--- config.mk ---
export PLATFORM = sky130hd
export DESIGN_NAME = lut_sweep
export DESIGN_NICKNAME = d
export VERILOG_FILES = /design/src/rtl/lut_sweep_pkg.sv /design/src/rtl/lut_sweep_lookup.sv /design/src/rtl/lut_sweep.sv
export SDC_FILE = /design/constraint.sdc
export NUM_CORES = 1
export LEC_CHECK = 0
export ABC_AREA = 1
export BUFFER_PORTS_ARGS = -buffer_cell sky130_fd_sc_hd__clkbuf_2
export CORE_UTILIZATION = 55
export DETAILED_ROUTE_END_ITERATION = 10
export PLACE_DENSITY = 0.88
export SETUP_SLACK_MARGIN = 0.15
export SLEW_MARGIN = 10
export SYNTH_ARGS = -nofsm -noshare
export SYNTH_HDL_FRONTEND = slang
export SYNTH_SLANG_ARGS = --single-unit
export TNS_END_PERCENT = 50
--- constraint.sdc ---
create_clock -name clk -period 3 [get_ports clk]
set_clock_uncertainty 0.1 [all_clocks]
set_input_delay 0.6 -clock clk [delete_from_list [all_inputs] [get_ports clk]]
set_output_delay 0.6 -clock clk [all_outputs]
set_load 0.01 [all_outputs]
--- src/rtl/lut_sweep_pkg.sv ---
// lut_sweep shared types: FSM state encoding, table sizing helper
// and the default 3-input truth table x & ~(y & z).
package lut_sweep_pkg;

  typedef enum logic [1:0] {
    IDLE  = 2'd0,
    SWEEP = 2'd1,
    DONE  = 2'd2
  } state_e;

  localparam logic [7:0] TT_INIT_3 = 8'h70;

  function automatic int tt_width(input int n);
    return 1 << n;
  endfunction

endpackage

--- src/rtl/lut_sweep_lookup.sv ---
// tt_lookup: 2^N:1 mux selecting one truth-table bit by input vector.
// Ports: tt (table), vec (select), bit_o (tt[vec]).
module tt_lookup
  import lut_sweep_pkg::*;
#(
  parameter int N = 3
) (
  input  logic [tt_width(N)-1:0] tt,
  input  logic [N-1:0]           vec,
  output logic                   bit_o
);

  assign bit_o = tt[vec];

endmodule

--- src/rtl/lut_sweep.sv ---
// lut_sweep: registered N-input truth-table evaluator plus a handshaked
// sweep engine reporting every vector and counting minterms.
// Ports: clk/rst, tt_load/tt_data, eval_x/eval_s, start/busy,
// out_valid/out_ready/out_vec/out_s/out_last, done, ones_cnt.
module lut_sweep
  import lut_sweep_pkg::*;
#(
  parameter int                         N_IN    = 3,
  parameter logic [tt_width(N_IN)-1:0] TT_INIT = TT_INIT_3
) (
  input  logic                      clk,
  input  logic                      rst,
  input  logic                      tt_load,
  input  logic [tt_width(N_IN)-1:0] tt_data,
  input  logic [N_IN-1:0]           eval_x,
  output logic                      eval_s,
  input  logic                      start,
  output logic                      busy,
  output logic                      out_valid,
  input  logic                      out_ready,
  output logic [N_IN-1:0]           out_vec,
  output logic                      out_s,
  output logic                      out_last,
  output logic                      done,
  output logic [N_IN:0]             ones_cnt
);

  localparam int TW = tt_width(N_IN);
  localparam logic [N_IN-1:0] VMAX = '1;

  state_e            st_q, st_d;
  logic [TW-1:0]     tt_q, tt_d;
  logic [N_IN-1:0]   vec_q, vec_d;
  logic [N_IN:0]     cnt_q, cnt_d;
  logic              vld_q, vld_d;
  logic              eval_s_q, eval_s_d;
  logic              live_bit;
  logic              sweep_bit;

  tt_lookup #(.N(N_IN)) u_live (
    .tt    (tt_q),
    .vec   (eval_x),
    .bit_o (live_bit)
  );

  tt_lookup #(.N(N_IN)) u_sweep (
    .tt    (tt_q),
    .vec   (vec_q),
    .bit_o (sweep_bit)
  );

  always_ff @(posedge clk or posedge rst) begin
    if (rst) begin
      st_q     <= IDLE;
      tt_q     <= TT_INIT;
      vec_q    <= '0;
      cnt_q    <= '0;
      vld_q    <= 1'b0;
      eval_s_q <= TT_INIT[0];
    end else begin
      st_q     <= st_d;
      tt_q     <= tt_d;
      vec_q    <= vec_d;
      cnt_q    <= cnt_d;
      vld_q    <= vld_d;
      eval_s_q <= eval_s_d;
    end
  end

  always_comb begin
    st_d     = st_q;
    tt_d     = tt_q;
    vec_d    = vec_q;
    cnt_d    = cnt_q;
    vld_d    = vld_q;
    eval_s_d = live_bit;
    unique case (st_q)
      IDLE: begin
        // Table write and start may coincide; the sweep
        // then reads the freshly written table.
        if (tt_load) tt_d = tt_data;
        if (start) begin
          st_d  = SWEEP;
          vec_d = '0;
          cnt_d = '0;
          vld_d = 1'b1;
        end
      end
      SWEEP: begin
        if (vld_q && out_ready) begin
          cnt_d = cnt_q + {{N_IN{1'b0}}, sweep_bit};
          if (vec_q == VMAX) begin
            vld_d = 1'b0;
            st_d  = DONE;
          end else begin
            vec_d = vec_q + 1'b1;
          end
        end
      end
      DONE: st_d = IDLE;
      default: st_d = IDLE;
    endcase
  end

  assign eval_s    = eval_s_q;
  assign busy      = (st_q != IDLE);
  assign out_valid = vld_q;
  assign out_vec   = vec_q;
  assign out_s     = sweep_bit;
  // vec_q parks at the top vector after a sweep, so qualify
  // last with valid to keep it a per-beat flag.
  assign out_last  = vld_q && (vec_q == VMAX);
  assign done      = (st_q == DONE);
  assign ones_cnt  = cnt_q;

endmodule

======== After elaboration in Yosys (flattened, before gate mapping) ========
Cells that the tools add are included.
storage, ports and cells
  input port bits ......................... 16
  output and inout port bits .............. 13
  register bits ........................... 19
  word-level logic and storage cells ...... 46
cells by class
  order comparisons ....................... 2
  reductions and logical operators ........ 10
  multiplexer cells ....................... 19
  $add $sub $neg .......................... 2
  equal/unequal tests ..................... 7
operators by type and width
  operator             count
  $mux 3               3
  $lt 3x4->1 const B   2
  $mux 4               2
  $ne 2x2->1 const B   4
  $pmux 4 s2           1
  $reduce_and 4->1     2
  $bmux 1 s3           2
  $mux 2               3
  $pmux 3 s2           1
  $reduce_and 3->1     2
  $mux 1               5
  $add 4x1->4          1
  $pmux 2 s2           1
  $reduce_bool 2->1    2
  $add 3x1->3 const B  1
  $eq 3x3->1 const B   1
  $eq 2x1->1 const B   1
  $eq 2x2->1 const B   1
  $logic_and 1x1->1    2
  $logic_not 2->1      1
  $pmux 1 s2           1
  $reduce_and 2->1     1

======== Longest topological paths before layout ========
Gate-level depths: netlist of the first run.
  depth after elaboration ................. 5
  depth in mapped cells ................... 13

======== By module ========
A second synthesis of the first run with hierarchy kept.
unflattened totals
  cell total of the unflattened synthesis .. 164
  area, all modules ....................... 1142.3 µm²
modules (own cells, without submodules)
  module     instances  area each (µm²)  seq. area each (µm²)  cells an instance
  lut_sweep  1          922.1            479.2                 108
  tt_lookup  2          110.1            0.0                   28

======== Least setup slack after synthesis of the first run ========
Ideal clock, no wire load.
  path kind ............................... register to register
  from .................................... register vec_q[0] (netlist: out_vec[0])
  to ...................................... register cnt_q[2] (netlist: ones_cnt[2])
  stages on the path, launching flop included .. 13
  setup slack ............................. 1.201 ns
  required time ........................... 2.783 ns
  period minus slack after synthesis ...... 1.799 ns
  path buffers ............................ 0
  arrival ................................. 1.582 ns
  path through ............................ dfrtp_1 > inv_1 > nand2_1 > nand3_1 > nand2_1 > nand2_1 > nand2_1 > ha_1 > ha_1 > xnor2_1 > nor2_1 > nand2_1 > nand2_1
on the way
  word-level cells in the longest chain between the ends .. 5
ends and longest elaborated chain
  what                          RTL line                RTL
  from (decl)                   lut_sweep.sv:33         logic [N_IN-1:0] vec_q, vec_d;
  from (signal assigned)        lut_sweep.sv:63         vec_q <= vec_d;
  $bmux 1 s3                    lut_sweep_lookup.sv:13  assign bit_o = tt[vec];
  $mux 1 (implied by the code)  lut_sweep_lookup.sv:13
  net out_s                     lut_sweep.sv:22         output logic out_s,
  $add 4x1->4                   lut_sweep.sv:91         cnt_d = cnt_q + {{N_IN{1'b0}}, sweep_bit};
  $mux 4                        lut_sweep.sv:90         if (vld_q && out_ready) begin
  $pmux 4 s2                    lut_sweep.sv:77         unique case (st_q)
  to (signal assigned)          lut_sweep.sv:64         cnt_q <= cnt_d;
  to (decl)                     lut_sweep.sv:34         logic [N_IN:0] cnt_q, cnt_d;
The timed path passes the listed nets, and every way through them passes these cells. The select of a mux whose other input is x is not followed.
A chain may end at the register's enable or synchronous reset.

======== Worst setup path in the final report of the first run ========
  from .................................... register vec_q[0] (netlist: out_vec[0])
  to ...................................... output out_last
on the way
  word-level cells in the longest chain between the ends .. 2
ends and longest elaborated chain
  what               RTL line          RTL
  $eq 3x3->1         lut_sweep.sv:112  assign out_last = vld_q && (vec_q == VMAX);
  $logic_and 1x1->1  lut_sweep.sv:112
  to (decl)          lut_sweep.sv:23   output logic out_last,
Every way passes these cells.

==> summary.txt, run 1 <==
grt ovf = 0
Max-slew headroom = 53.22%
setup ws final = 0.8235 ns
Clock Path Buffers = 2
DRT antenna net count = 0
hold-fix buffers at CTS = 0
clk root buf = clkbuf_4
most frequent cells after synthesis = 55 x nand2_1, 25 x inv_1, 16 x dfrtp_1
main flop type after synthesis = dfrtp_1
Slew @ Worst Pin = 0.7009 ns
Multi-input gate area = 509.2 sq um
Pre-antenna DRT Iters = 4
worst r2r src = out_vec[0]
area leader, netlist = dfrtp_1
placed cell area = 1261 sq um
LEAKAGE = 0.7680 nW
Min Hold Slack = 0.2688 ns
nets@finish = 204
Total Power = 1.098 mW
critical path type = reg -> out
Post-CTS Setup Inserts = 0
Avg WL per Cell = 10.64 um
TritonCTS Sinks = 19
mapped cell area = 1101 sq um
Initial Util = 61.11%
Die Area = 2185 sq um
Crit Path Max Fanout = 9
Skew-Pair Late Insertion Delay = 0.30 ns
Iteration-0 DRC Markers = 16
fmax = 0.4594 GHz
DR DRC count = 0
part of the cycle the worst path needs = 72.55%
Worst Setup SP = out_vec[0]
CP Capture Point = out_last
fin area = 1289 sq um
post-synthesis sequential element count = 19
synth warn = 0
number of gates resized after cts = 0
DP Wirelength = 1757 um
GPL Wtd Cong = 0.7962
Via density = 4.909
final wirelength = 2214 um
share of cells above drive strength 1 = 27.32%
Min Clock Period, post-route = 2.177 ns
endpoints failing setup = 0
Inserted Clock Buffers = 3
RSZ-0062 raised after global routing = no
Die H = 46.74 um
# diodes = 0
Placeable Area = 1802 sq um
syn_area_per_cell = 7.244 sq um
worst reg2reg setup slack = 1.13 ns
EDFF count, synth = 0
FF-to-FF path depth = 12
max-slew violation count = 0
outcome = complete, no violations
final non-filler cell total = 208
CP arrival = 1.48 ns
crit path launch type = flip-flop
count leader, synth = nand2_1
Yosys cell types = 16
Buffers on Ports = 28
CTS clock-pin slew for the worst setup and hold paths = 0.11 ns
top post-synthesis cells by area = dfrtp_1 36%, nand2_1 19%, inv_1 8.5%
setup TNS = 0 ns
Seq/Total Area, Yosys = 43.52%
Mapped Cells = 152
CP Data Required Time = 2.30 ns
Final Hold Viols = 0
pre-CTS setup slack = 1.170 ns
largest net degree at the start of global routing = 20
Rows = 15
Horiz. Die Dim = 46.74 um
placed insts = 204
first-pass GRT wire length = 3588 um
RR Endpoint = ones_cnt[2]
hold crit path type = in -> async
final design utilization = 71.53%
via count = 1021
Worst setup EP type = output pin
Max rail drop VDD = 0.4698 mV
initial antenna violation count = 0
filler cell count = 155
vias in the first global route = 880
Max-Cap Viols = 0
H-tree Lvls = 1
IO Count = 29
Post-Synthesis Net Count = 172
GRT Total Usage = 23.43%
top cell type's share of synthesized area = 36.36%
total power divided by cell area = 851.7 nW/um^2
CTS tree = yes
ys async rst share = 100.0%
Layout area overhead = 17.05%
sequential cell area = 479.2 sq um
-- flip-flops by register name, indices dropped and copies added, names as in the netlist --
signal     count
eval_s         1
ones_cnt       4
out_valid      1
out_vec        3
st_q           2
tt_q           8
-- worst max-delay path, stage by stage, from the launching register on --
cell and delay (ns):
dfrtp_1 0.49, ha_1 0.25, ha_1 0.21, nand2_1 0.07, inv_1 0.03, clkbuf_2 0.11
-- how the worst min path moves through the flow --
stage	end	from	cells past startpoint
3_3_place_gp	ones_cnt[0]	ones_cnt[0]	2
6_report	ones_cnt[2]	rst	2
5_1_grt	ones_cnt[2]	rst	2
4_1_cts	ones_cnt[1]	rst	2
3_5_place_dp	tt_q[2]	tt_q[2]	2
2_1_floorplan	tt_q[4]	tt_q[4]	2
-- where the power goes --
group	internal (mW)	switching, mW	leakage, nW
logic	0.201	0.334	0.527
registers	0.361	0.0716	0.223
clock network	0.0497	0.0797	0.0177
-- cell type report --
type | instances | area share, %
clock buffers | 3 | 1.748
clock inverters | 1 | 0.3883
inverters | 27 | 7.864
multi-input cells | 105 | 39.51
flip-flops and latches | 19 | 37.18
well taps | 25 | 2.427
repair buffers | 28 | 10.87
-- layout by cell type (no fill, tap or decap), types with 2 or more instances in the layout --
cell      instances
inv_1            25
nor2_2            3
clkbuf_2         28
clkbuf_4          3
ha_1              4
a21oi_2           8
dfstp_2           3
nand3_1          12
nand2_2           2
nor2_1           15
inv_2             2
dfrtp_1          16
a21oi_1           3
nand2_1          55
-- metal layers --
layer	up-vias	part of all wire [%]	track usage [%]
li1	524	-	-
met1	461	45	28.71
met2	29	48	38.33
met3	7	4.9	5.769
met4	0	1.5	12.00
met5	-	0	0
-- logic make-up (layout without fill, tap and decap cells) --
family,after synthesis,after routing,share of synthesized area (%)
xor gates and xnor gates,1,1,0.7956
AOI/OAI and AO/OA,12,12,8.181
DFF,19,19,43.52
adders and majority gates,4,4,4.546
buffers and inverters,28,59,10.23
and+or+nand+nor,88,88,32.73
Note: power is estimated with default switching activity, not from simulation.
==> inputs of run 2 (changes only) <==
--- a/config.mk
+++ b/config.mk
@@ -7,9 +7,9 @@
 export LEC_CHECK = 0
 export ABC_AREA = 1
 export BUFFER_PORTS_ARGS = -buffer_cell sky130_fd_sc_hd__clkbuf_2
-export CORE_UTILIZATION = 55
+export CORE_UTILIZATION = 46
 export DETAILED_ROUTE_END_ITERATION = 10
-export PLACE_DENSITY = 0.88
+export PLACE_DENSITY = 0.79
 export SETUP_SLACK_MARGIN = 0.15
 export SLEW_MARGIN = 10
 export SYNTH_ARGS = -nofsm -noshare
==> constraint.sdc (replaced) <==
create_clock -name clk -period 1.7 [get_ports clk]
set_clock_uncertainty 0.1 [all_clocks]
set_input_delay 0.34 -clock clk [delete_from_list [all_inputs] [get_ports clk]]
set_output_delay 0.34 -clock clk [all_outputs]
set_load 0.01 [all_outputs]
==> summary.txt, run 2 (synthesis results as in run 1) <==
final wirelength = 2577 um (+16%)
GRT Total Usage = 21.45% (-2.0 points)
placed insts = 215 (+5.4%)
DP Wirelength = 1900 um (+8.2%)
Pre-antenna DRT Iters = 4 (unchanged)
most frequent cells in the layout = 52 x nand2_1, 27 x clkbuf_2, 21 x inv_1, 14 x nor2_1, 14 x dfrtp_1
Max-slew headroom = 74.64% (+21 points)
CP arrival = 1.36 ns (-0.12 ns)
endpoints failing setup = 3 (+3)
fmax = 0.5552 GHz
grt ovf = 0 (unchanged)
Worst setup EP type = output pin
Slew @ Worst Pin = 0.3791 ns (-0.3218 ns)
hold crit path type = in -> reg
Layout area overhead = 32.84%
crit path launch type = flip-flop
vias in the first global route = 1034 (+18%)
Final Hold Viols = 0 (unchanged)
final non-filler cell total = 223 (+7.2%)
Via density = 4.843 (-1.3%)
RSZ-0062 raised after global routing = yes
critical-path cell list = ha_2 > ha_4 > nand2_1 > inv_1 > clkbuf_2
critical path type = reg -> out
Reg with most FFs = tt_q
max-slew violation count = 0 (unchanged)
clk root buf = clkbuf_4
Initial Util = 49.30% (-12 points)
CTS clock-pin slew for the worst setup and hold paths = 0.11 ns (about the same)
part of the cycle the worst path needs = 105.9%
first-pass GRT wire length = 4160 um (+16%)
largest net degree at the start of global routing = 20 (unchanged)
Die Area = 2593 sq um (+19%)
setup ws final = -0.1010 ns (-0.9245 ns)
setup TNS = -0.2249 ns (-0.2249 ns)
Max-Cap Viols = 0 (unchanged)
CP Data Required Time = 1.26 ns (-1.04 ns)
Inserted Clock Buffers = 3 (unchanged)
Placeable Area = 2233 sq um (+24%)
total power divided by cell area = 1608 nW/um^2 (+89%)
Rows = 17 (+2)
outcome = complete, but fails checks
Max rail drop VDD = 1.078 mV (+130%)
Skew-Pair Late Insertion Delay = 0.30 ns (about the same)
IO Count = 29 (unchanged)
Iteration-0 DRC Markers = 17 (+1)
violated checks = negative setup slack
Horiz. Die Dim = 50.93 um (+9.0%)
nets@finish = 216 (+5.9%)
Min Clock Period, post-route = 1.801 ns
Avg WL per Cell = 11.56 um (+8.6%)
# diodes = 0 (unchanged)
Clock Path Buffers = 2 (unchanged)
DR DRC count = 0 (unchanged)
commonest non-fill, non-tap cell in the layout = nand2_1
TritonCTS Sinks = 19 (unchanged)
initial antenna violation count = 0 (unchanged)
share of cells above drive strength 1 = 38.97% (+12 points)
LEAKAGE = 0.8213 nW (+6.9%)
via count = 1080 (+5.8%)
H-tree Lvls = 1 (unchanged)
Buffers on Ports = 28 (unchanged)
max reg flops = 8 (unchanged)
DRT antenna net count = 0 (unchanged)
Crit Path Max Fanout = 8 (-1)
GPL Wtd Cong = 0.8060 (+1.2%)
CTS tree = yes
Die H = 50.93 um (+9.0%)
Critical-path top delay cell = dfrtp_2
CP max stage delay = 0.48 ns (about the same)
[run 2: cell types whose count changed in the layout (fill, tap and decap cells not counted), moves of 2 or more]
cell     before  now
dfrtp_2       0    2
ha_4          0    3
inv_1        25   21
ha_1          4    0
nand2_1      55   52
nand2_2       2    5
buf_4         0   10
dfrtp_1      16   14
inv_2         2    6
[run 2: metrics by stage]
step / hold slack (ns) / power, mW / instance area, sq um / worst slack, ns / utilization (%)
5_1_grt: 0.1651 / 2.538 / 1463 / -0.1509 / 65.49
3_3_place_gp: 0.2558 / 1.877 / 1354 / 0.06721 / 60.62
6_report: 0.1626 / 2.352 / 1463 / -0.1010 / 65.49
3_5_place_dp: 0.2542 / 1.946 / 1354 / -0.04191 / 60.62
4_1_cts: 0.1577 / 2.295 / 1435 / -0.1153 / 64.26
2_1_floorplan: 0.1888 / 1.518 / 1130 / 0.05119 / -
[run 2: final cells by class]
class | count | area (sq um)
sequential | 19 | 481.7
multi-input combinational | 105 | 571.8
clock buffer | 4 | 26.28
fill | 219 | 770.7
tap | 28 | 35.03
inverter | 27 | 101.3
timing repair buffer | 40 | 246.5
[run 2: repair_timing]
item | 4_1_cts | 5_1_grt
pin swaps | 3 | 9
hold endpoints to repair | 16 | 0
hold buffers | 1 | 0
buffers inserted | 3 | 0
gates resized for setup | 8 | 7
setup endpoints to repair | 8 | 8
[run 2: worst paths after layout]
kind                             from  slack, ns  depth (start not counted)          end
max                        out_vec[0]      -0.10                          5     out_last
min                        tt_data[7]       0.16                          3      tt_q[7]
max reg2reg                out_vec[0]      -0.03                         12  ones_cnt[2]
min reg2reg                   tt_q[6]       0.39                          2      tt_q[6]
max in group asynchronous         rst       0.76                          4      tt_q[4]
min in group asynchronous         rst       0.48                          4      st_q[1]
[run 2: routing by layer]
| layer | share of wire (%) | vias up | GRT usage, % |
|---|---|---|---|
| li1 | - | 547 | - |
| met1 | 41 | 499 | 22.62 |
| met2 | 53 | 29 | 41.67 |
| met3 | 3.8 | 5 | 2.976 |
| met4 | 1.6 | 0 | 8.796 |
| met5 | 0 | - | 0 |
[run 2: power by group]
group | switching, mW | internal [mW] | leakage, nW
sequential | 0.152 | 0.643 | 0.221
combinational | 0.690 | 0.628 | 0.586
clock | 0.147 | 0.0917 | 0.0150
total | 0.989 | 1.36 | 0.821
[run 2: worst max-delay path: cells and delay by family, from the launching register on]
family,cells,cell delay [ns]
flops,1,0.48
fa+ha+maj,2,0.38
buf+inv,2,0.14
simple gates,1,0.06
==> inputs of run 3 (changes only) <==
--- a/config.mk
+++ b/config.mk
@@ -7,9 +7,11 @@
 export LEC_CHECK = 0
 export ABC_AREA = 1
 export BUFFER_PORTS_ARGS = -buffer_cell sky130_fd_sc_hd__clkbuf_2
-export CORE_UTILIZATION = 46
+export CELL_PAD_IN_SITES_DETAIL_PLACEMENT = 0
+export CELL_PAD_IN_SITES_GLOBAL_PLACEMENT = 1
+export CORE_UTILIZATION = 33
 export DETAILED_ROUTE_END_ITERATION = 10
-export PLACE_DENSITY = 0.79
+export PLACE_DENSITY = 0.8
 export SETUP_SLACK_MARGIN = 0.15
 export SLEW_MARGIN = 10
 export SYNTH_ARGS = -nofsm -noshare
==> summary.txt, run 3 (synthesis results as in run 1) <==
commonest non-fill, non-tap cell in the layout = nand2_1
CP Data Required Time = 1.26 ns (about the same)
critical path type = reg -> out
CTS tree = yes
Worst setup EP type = output pin
final design utilization = 48.31% (-17 points)
largest net degree at the start of global routing = 20 (unchanged)
Die Area = 3571 sq um (+38%)
met1 WL = 1105 um (+4.3%)
Max-slew headroom = 73.89% (-0.75 points)
Avg WL per Cell = 11.10 um (-4.0%)
outcome = complete, but fails checks
TritonCTS Sinks = 19 (unchanged)
met2 wire len = 1455 um (+5.6%)
Inserted Clock Buffers = 3 (unchanged)
Clock Path Buffers = 2 (unchanged)
CP arrival = 1.35 ns (about the same)
Min Clock Period, post-route = 1.788 ns (-0.01292 ns)
# diodes = 0 (unchanged)
Min Hold Slack = 0.1643 ns (+0.001680 ns)
uppermost routed layer = met4
wire length on met3 = 103 um (+6.2%)
DR DRC count = 0 (unchanged)
Max rail drop VDD = 0.6260 mV (-42%)
via count = 1052 (-2.6%)
Crit Path Max Fanout = 7 (-1)
Iteration-0 DRC Markers = 28 (+11)
Rows = 20 (+3)
final wirelength = 2674 um (+3.8%)
Skew-Pair Late Insertion Delay = 0.30 ns (about the same)
Final Hold Viols = 0 (unchanged)
endpoints failing setup = 3 (unchanged)
DP Wirelength = 2067 um (+8.8%)
first-pass GRT wire length = 4429 um (+6.5%)
Slew @ Worst Pin = 0.3903 ns (+0.01121 ns)
Pre-antenna DRT Iters = 4 (unchanged)
most frequent cells in the layout = 51 x nand2_1, 27 x clkbuf_2, 21 x inv_1, 15 x nor2_1, 14 x dfrtp_1
nets@finish = 218 (+0.93%)
crit path launch type = flip-flop
filler cell count = 345 (+58%)
initial antenna violation count = 0 (unchanged)
H-tree Lvls = 1 (unchanged)
Max-Cap Viols = 0 (unchanged)
Placeable Area = 3103 sq um (+39%)
Reg with most FFs = tt_q
violated checks = negative setup slack
Via density = 4.365 (-9.9%)
fmax = 0.5592 GHz (+0.72%)
Total Power = 2.366 mW (+0.61%)
max-slew violation count = 0 (unchanged)
GPL Wtd Cong = 0.8301 (+3.0%)
part of the cycle the worst path needs = 105.2% (-0.76 points)
Initial Util = 35.48% (-14 points)
Die H = 59.76 um (+17%)
total power divided by cell area = 1579 nW/um^2 (-1.8%)
vias in the first global route = 1067 (+3.2%)
DRT antenna net count = 0 (unchanged)
final non-filler cell total = 241 (+8.1%)
CTS clock-pin slew for the worst setup and hold paths = 0.11 ns (about the same)
LEAKAGE = 0.8371 nW (+1.9%)
IO Count = 29 (unchanged)
RSZ-0062 raised after global routing = yes
grt ovf = 0 (unchanged)
max reg flops = 8 (unchanged)
GRT Total Usage = 16.86% (-4.6 points)
Horiz. Die Dim = 59.76 um (+17%)
Buffers on Ports = 28 (unchanged)
hold crit path type = in -> reg
setup ws final = -0.08811 ns (+0.01292 ns)
clk root buf = clkbuf_4
Layout area overhead = 36.14%
placed insts = 232 (+7.9%)
share of cells above drive strength 1 = 40.10% (+1.1 points)
[run 3: cell count changes in the layout (fill, tap and decap cells not counted)]
cell | previous run | this run
nand3_1 | 11 | 10
nand3_2 | 1 | 2
buf_6 | 1 | 2
buf_4 | 10 | 12
nor2_2 | 4 | 3
nor2_1 | 14 | 15
nand2_2 | 5 | 6
buf_8 | 1 | 0
nand2_1 | 52 | 51
[run 3: worst max-delay path, stage by stage, from the launching register on]
cell	delay, ns
dfrtp_2	0.48
inv_2	0.11
nand2_1	0.07
nand3_1	0.07
nand2_1	0.05
nand2_1	0.06
nand2_2	0.09
buf_6	0.13
[run 3: final timing paths]
path	startpoint	to	slack (ns)	cells after the start
worst max-delay path	out_vec[0]	out_s	-0.09	7
worst min-delay path	eval_x[2]	eval_s	0.16	3
worst max register to register	out_vec[0]	ones_cnt[2]	-0.03	12
worst min register to register	tt_q[6]	tt_q[6]	0.47	3
max in group asynchronous	rst	tt_q[4]	0.76	4
min in group asynchronous	rst	ones_cnt[0]	0.47	4
[run 3: power breakdown]
group / internal [mW] / switching (mW)
Sequential: 0.641 / 0.145
Clock: 0.0915 / 0.144
Combinational: 0.632 / 0.712
[run 3: layout make-up]
| cell class | count | area (sq um) | area share (%) |
|---|---|---|---|
| Inverter | 27 | 101.3 | 6.761 |
| Sequential cell | 19 | 481.7 | 32.14 |
| Multi-Input combinational cell | 105 | 576.8 | 38.48 |
| Tap cell | 44 | 55.05 | 3.673 |
| Timing Repair Buffer | 42 | 257.7 | 17.20 |
| Clock buffer | 4 | 26.28 | 1.753 |
[run 3: repair_timing]
action / 4_1_cts / 5_1_grt
hold buffers: 1 / 0
buffers inserted: 4 / 0
gates cloned: 0 / 0
endpoints found under the hold margin: 16 / 0
resized for setup: 6 / 10
setup endpoints to repair: 8 / 11
pin swaps: 7 / 5
[run 3: metal layers]
metal	vias to the layer above	global-route usage (%)
met5	-	0
met4	0	2.990
met3	2	4.545
met2	23	33.49
met1	474	17.46
li1	553	-
[run 3: stage by stage]
step / area, sq um / TNS [ns] / setup slack [ns]
3_3_place_gp: 1381 / 0 / 0.05859
3_5_place_dp: 1381 / -0.04565 / -0.04565
4_1_cts: 1473 / -0.2726 / -0.1338
6_report: 1499 / -0.2039 / -0.08811
5_1_grt: 1499 / -0.7086 / -0.1955
2_1_floorplan: 1130 / 0 / 0.05119
